File: src/rtl/mem_port_arbiter_pkg.sv
// Shared types for the memory-port arbiter: FSM states, owner encoding,
// default widths and the round-robin owner pick.
package mem_port_arbiter_pkg;

   localparam int unsigned DEF_ADDR_W = 32;
   localparam int unsigned DEF_LINE_W = 256;

   typedef enum logic [1:0] {
      IDLE    = 2'd0,
      SERVE_I = 2'd1,
      SERVE_D = 2'd2,
      DONE    = 2'd3
   } arb_state_t;

   typedef enum logic {
      OWNER_I = 1'b0,
      OWNER_D = 1'b1
   } arb_owner_t;

   // When both sides are pending, the side that was not served last wins.
   function automatic arb_owner_t pick_owner(input logic       pend_i,
                                             input logic       pend_d,
                                             input arb_owner_t last_served);
      arb_owner_t owner;
      if (pend_i && pend_d) begin
         owner = (last_served == OWNER_I) ? OWNER_D : OWNER_I;
      end else if (pend_d) begin
         owner = OWNER_D;
      end else begin
         owner = OWNER_I;
      end
      return owner;
   endfunction

endpackage

File: src/rtl/mem_port_arbiter_req_latch.sv
// Request latch: captures address, operation and write data of the granted
// requester and presents them as the shared-port command until cleared.
// Ports: clk, rst (sync, active-high), grant/clear controls, captured inputs
// (op_write, addr, wdata), latched outputs (valid, is_write, lat_addr, lat_wdata).
module mem_port_arbiter_req_latch
   import mem_port_arbiter_pkg::*;
#(
   parameter int unsigned ADDR_W = DEF_ADDR_W,
   parameter int unsigned LINE_W = DEF_LINE_W
) (
   input  logic              clk,
   input  logic              rst,
   input  logic              grant,
   input  logic              clear,
   input  logic              op_write,
   input  logic [ADDR_W-1:0] addr,
   input  logic [LINE_W-1:0] wdata,
   output logic              valid,
   output logic              is_write,
   output logic [ADDR_W-1:0] lat_addr,
   output logic [LINE_W-1:0] lat_wdata
);

   // Reset and completion both empty the latch so the port idles at zero.
   always_ff @(posedge clk) begin
      if (rst || clear) begin
         valid     <= 1'b0;
         is_write  <= 1'b0;
         lat_addr  <= '0;
         lat_wdata <= '0;
      end else if (grant) begin
         valid     <= 1'b1;
         is_write  <= op_write;
         lat_addr  <= addr;
         lat_wdata <= wdata;
      end
   end

endmodule

File: src/rtl/mem_port_arbiter.sv
// Arbitrates the single physical memory port between the I-cache miss path
// and the D-cache miss/writeback path. One owner at a time; the owner's
// request is latched, driven onto pmem_* until pmem_resp, and the response
// is routed back to the owner only.
// Ports: clk, rst (sync, active-high); I side (i_read, i_addr, i_rdata, i_resp);
// D side (d_read, d_write, d_addr, d_wdata, d_rdata, d_resp); shared port
// (pmem_read, pmem_write, pmem_addr, pmem_wdata, pmem_rdata, pmem_resp).
module mem_port_arbiter
   import mem_port_arbiter_pkg::*;
#(
   parameter int unsigned ADDR_W = DEF_ADDR_W,
   parameter int unsigned LINE_W = DEF_LINE_W
) (
   input  logic              clk,
   input  logic              rst,
   input  logic              i_read,
   input  logic [ADDR_W-1:0] i_addr,
   output logic [LINE_W-1:0] i_rdata,
   output logic              i_resp,
   input  logic              d_read,
   input  logic              d_write,
   input  logic [ADDR_W-1:0] d_addr,
   input  logic [LINE_W-1:0] d_wdata,
   output logic [LINE_W-1:0] d_rdata,
   output logic              d_resp,
   output logic              pmem_read,
   output logic              pmem_write,
   output logic [ADDR_W-1:0] pmem_addr,
   output logic [LINE_W-1:0] pmem_wdata,
   input  logic [LINE_W-1:0] pmem_rdata,
   input  logic              pmem_resp
);

   arb_state_t state;
   arb_owner_t last_served;

   logic              pend_i;
   logic              pend_d;
   logic              grant;
   arb_owner_t        grant_owner;
   logic              grant_write;
   logic [ADDR_W-1:0] grant_addr;
   logic [LINE_W-1:0] grant_wdata;
   logic              serve_done;
   logic              lat_valid;
   logic              lat_write;

   // Grant decision, only meaningful in IDLE.
   always_comb begin
      pend_i      = i_read;
      pend_d      = d_read | d_write;
      grant       = (state == IDLE) && (pend_i || pend_d);
      grant_owner = pick_owner(pend_i, pend_d, last_served);
      grant_write = 1'b0;
      grant_addr  = i_addr;
      grant_wdata = '0;
      if (grant_owner == OWNER_D) begin
         grant_write = d_write;
         grant_addr  = d_addr;
         grant_wdata = d_wdata;
      end
   end

   assign serve_done = ((state == SERVE_I) || (state == SERVE_D)) && pmem_resp;

   // State and fairness history.
   always_ff @(posedge clk) begin
      if (rst) begin
         state       <= IDLE;
         last_served <= OWNER_I;
      end else begin
         case (state)
            IDLE: begin
               if (grant) begin
                  state <= (grant_owner == OWNER_D) ? SERVE_D : SERVE_I;
               end
            end
            SERVE_I: begin
               if (pmem_resp) begin
                  state       <= DONE;
                  last_served <= OWNER_I;
               end
            end
            SERVE_D: begin
               if (pmem_resp) begin
                  state       <= DONE;
                  last_served <= OWNER_D;
               end
            end
            DONE:    state <= IDLE;
            default: state <= IDLE;
         endcase
      end
   end

   mem_port_arbiter_req_latch #(
      .ADDR_W(ADDR_W),
      .LINE_W(LINE_W)
   ) u_req_latch (
      .clk      (clk),
      .rst      (rst),
      .grant    (grant),
      .clear    (serve_done),
      .op_write (grant_write),
      .addr     (grant_addr),
      .wdata    (grant_wdata),
      .valid    (lat_valid),
      .is_write (lat_write),
      .lat_addr (pmem_addr),
      .lat_wdata(pmem_wdata)
   );

   // Shared-port command comes straight from the latch registers.
   assign pmem_read  = lat_valid & ~lat_write;
   assign pmem_write = lat_valid &  lat_write;

   // Response demux: same-cycle pass-through to the current owner only.
   assign i_resp  = (state == SERVE_I) && pmem_resp;
   assign d_resp  = (state == SERVE_D) && pmem_resp;
   assign i_rdata = i_resp ? pmem_rdata : '0;
   assign d_rdata = d_resp ? pmem_rdata : '0;

endmodule

File: config.mk
export PLATFORM = sky130hd
export DESIGN_NAME = mem_port_arbiter
export DESIGN_NICKNAME = d
export VERILOG_FILES = /design/src/rtl/mem_port_arbiter_pkg.sv /design/src/rtl/mem_port_arbiter_req_latch.sv /design/src/rtl/mem_port_arbiter.sv
export SDC_FILE = /design/constraint.sdc
export NUM_CORES = 1
export LEC_CHECK = 0
export BUFFER_PORTS_ARGS = -buffer_cell sky130_fd_sc_hd__buf_2
export CORE_AREA = 2 2 540 542
export CTS_CLUSTER_SIZE = 14
export DETAILED_ROUTE_END_ITERATION = 12
export DIE_AREA = 0 0 542 544
export REMOVE_ABC_BUFFERS = 1
export SLEW_MARGIN = 0
export SYNTH_ARGS = -nofsm -noshare
export SYNTH_HDL_FRONTEND = slang
export SYNTH_SLANG_ARGS = --single-unit
export TNS_END_PERCENT = 100
File: constraint.sdc
create_clock -name clk -period 2.1 [get_ports clk]
set_input_delay 0.42 -clock clk [delete_from_list [all_inputs] [get_ports clk]]
set_output_delay 0.42 -clock clk [all_outputs]
set_load 0.005 [all_outputs]
==> results.ini <==
[run_status]
status=complete, but fails checks
violations=setup timing

[yosys]
async_flop_share_pct=0
synthMuxAreaShare_pct=0.0683
synth-compound-area-share_pct=12.7
synth_top_family_by_area=simple AND/OR/NAND/NOR gates
synth-edff-count=0
ys_ff_latch=293
synth_cell_types=29
ys.flop_type=dfxtp_1
synth-adder-area-share_pct=0.512
yosys.area_share.simple_pct=38.5
synth-seq-area-share_pct=40.0
synthXorXnorAreaFrac_pct=0
yosysWarnings=0
synth.avg_cell_area_um2=7.39
netlist_area_um2=14700
synthCells=1985

[critical_path]
critPathMostFrequentCell=clkbuf_16
timing.rr.start=state[1]
crit_path_cell_trace=inv_4 -> ha_4 -> buf_12 -> clkbuf_16 -> clkbuf_16 -> and3_1 -> buf_2
worst-path-buf-inv=5
r2r_slack_ns=0.02
r2r_end=u_req_latch.lat_wdata[143]
critPathTopFamily=buffers and inverters
criticalPathCategory=reg2out
worst_ep_arrival_time_ns=2.03
slowest_stage=dfxtp_4
rr_worst_depth=10
required_ns=1.68
cp-end-kind=output pin
cpPeakStageDelay_ns=0.36
crit_fanout=8
crit_path_start_kind=register

[drt]
wl_per_cell_um=37.8
drc_errors=0
vias=24800
drt_iter0_markers=2090
vias_per_cell=3.24
first_pass_iters=5
ant_nets=0
wirelength_mm=289

[die]
fp.dieW_um=542
die_area_um2=295000
num_rows=198
core_um2=289000
die_y_um=544
io_pins=1386
start_util_pct=5.07

[flow_run]
maxCapViolations=0

[sta]
whs_ns=0.0653
clock.fmax_mhz=408
period_needed_ns=2.45
setup_violations=514
finalCritPeriodShare_pct=117
worst_pin_slew_ns=0.502
maxSlewHeadroom_pct=66.5
finalHoldViolations=0
final_max_slew_viol_count=0
rsz0062_at_grt=yes
worst_clock_skew_ns=0.0943
worst_slack_ns=-0.349
tns_ns=-133.25

[global_routing]
grt_max_degree=78
grt_pass1_vias=22100
grt_usage_pct=18.5
grt_pass1_wl_mm=331
grt-ovfl-total=0
antenna_found_initial=346

[pwr]
pwr-share-clk_pct=21.0
power.leakage_nw=16.3
p_seq_share_pct=20.5
switching_power_mw=18.4
swShare_pct=47.3
internal_power_mw=20.5
peakVddDrop_uv=683
p_per_area_nw_per_um2=1140
combPwrFrac_pct=58.6

[cts]
cts_sinks=293
cts_buffer_depth=3
clock-root-buffer=clkbuf_16
clkSlewWorstSetupHoldPaths_ns=0.06
numCtsBuffers=44
cts_tree=done
htreeDepth=2
clock_latency_ns=0.71

[placed_design]
placed_area_um2=27400
pre_cts_slack_ns=0.0614
io_buffers=1385
dp_hpwl_mm=258
routabilityCongestion=0.977

[layout]
final_nets=4201
drive_gt1_share_pct=49.4
syn_to_final_growth_pct=133
design_area_um2=34100

[hold_path]
holdPathEnd=u_req_latch.lat_wdata[84]
hold_depth=3
hold_path.class=in2reg
hp-start=d_wdata[84]

==> worst reg2reg max path, delay by kind of cell (launching register included) <==
family	cells	cell delay (ns)
DFF	1	0.36
and+or+nand+nor	1	0.12
AOI/OAI and AO/OA	2	0.38
buffers and inverters	6	0.92
adders and majority gates	1	0.26
==> state kept, by name (all words and copies together) (netlist names) <==
signal	count
u_req_latch.lat_wdata	256
u_req_latch.is_write	1
u_req_latch.valid	1
last_served	1
u_req_latch.lat_addr	32
state	2
==> power groups by stage <==
stage	clock network [mW]	logic (mW)	registers, mW
floorplan	0	4.19	7.21
global placement	0	19.7	7.99
detailed placement	0	19.6	8.03
CTS	8.48	22.0	7.97
global route	8.61	24.5	8.13
finish	8.16	22.8	7.96
==> area by class of cell <==
cell class / instances / area (µm²)
fill: 33600 / 255000
tap: 3800 / 4750
timing repair buffer: 1827 / 13200
clock buffer: 57 / 1210
sequential: 293 / 5870
clock inverter: 21 / 305
antenna: 189 / 473
multi-input combinational: 1444 / 8290
inverter: 3 / 16.3
==> metrics by stage <==
| step | utilization [%] | std cells | power, mW |
|---|---|---|---|
| after floorplan | - | 1740 | 11.4 |
| after global placement | 9.46 | 7094 | 27.6 |
| after detailed placement | 9.46 | 7094 | 27.6 |
| after CTS | 11.2 | 7430 | 38.4 |
| after global routing | 11.7 | 7505 | 41.2 |
| final | 11.8 | 7634 | 38.9 |
==> Yosys cell counts, types with 2 or more instances <==
cell type	instances	area [µm²]
inv_1	3	11.3
nor2b_1	3	18.8
nand2_1	291	1090
nand3_1	257	1290
nor2_1	2	7.51
clkbuf_1	145	544
dfxtp_1	293	5870
buf_4	21	158
clkbuf_4	2	15.0
buf_6	13	146
buf_2	61	305
and2_1	3	18.8
buf_1	2	7.51
and3_1	512	3200
ha_1	6	75.1
a21oi_1	324	1620
o21ai_0	35	175
==> timing repair <==
action	in CTS	in global routing
gates cloned	11	14
setup buffers	17	7
pin swaps	6	5
hold buffers	230	0
endpoints found under the hold margin	227	0
gates resized for setup	215	210
endpoints found under the setup margin	514	514
==> routing by layer <==
metal	vias to the layer above	track usage, %	wire [µm]
met1	11500	19.9	103000
met5	-	0	1730
li1	10400	-	-
met2	1926	24.5	108000
met4	208	6.04	11400
met3	705	18.3	64700
==> logic make-up after synthesis <==
logic type      Yosys count
simple gates           1070
buf+inv                 248
mux                       1
flops                   293
fa+ha+maj                 6
compound gates          367
==> cells in the final DEF (no fill, tap or decap), drive strengths merged <==
cell type,netlist,routed
nor2b,3,3
clkinvlp,0,5
a2bb2oi,1,1
inv,3,8
o21a,1,1
buf,98,1582
nor2,2,2
dfxtp,293,293
a221oi,1,1
nand2,291,291
and2,3,3
o2bb2ai,1,1
a21o,1,1
clkinv,0,6
a21oi,324,324
a211o,1,1
bufinv,0,5
nor3,1,1
ha,6,6
o21ai,35,35
o31ai,1,1
clkbuf,147,72
and3,512,512
diode,0,189
mux2i,1,1
nor4b,1,1
dlygate4sd3,0,230
o31a,1,1
nand3,257,257
==> how the worst max path moves through the flow <==
| stage | from | endpoint | slack (ns) | cells after the start |
|---|---|---|---|---|
| 5_1_grt | state[0] | d_rdata[80] | -0.42 | 7 |
| 6_report | state[1] | i_rdata[100] | -0.35 | 7 |
| 3_3_place_gp | state[0] | u_req_latch.lat_wdata[161] | 0.07 | 8 |
| 2_1_floorplan | d_read | u_req_latch.is_write | -14.08 | 3 |
| 3_5_place_dp | state[0] | u_req_latch.lat_wdata[184] | 0.06 | 8 |
| 4_1_cts | state[1] | i_rdata[104] | -0.43 | 6 |
No activity file was read; power rests on OpenSTA's default activity.
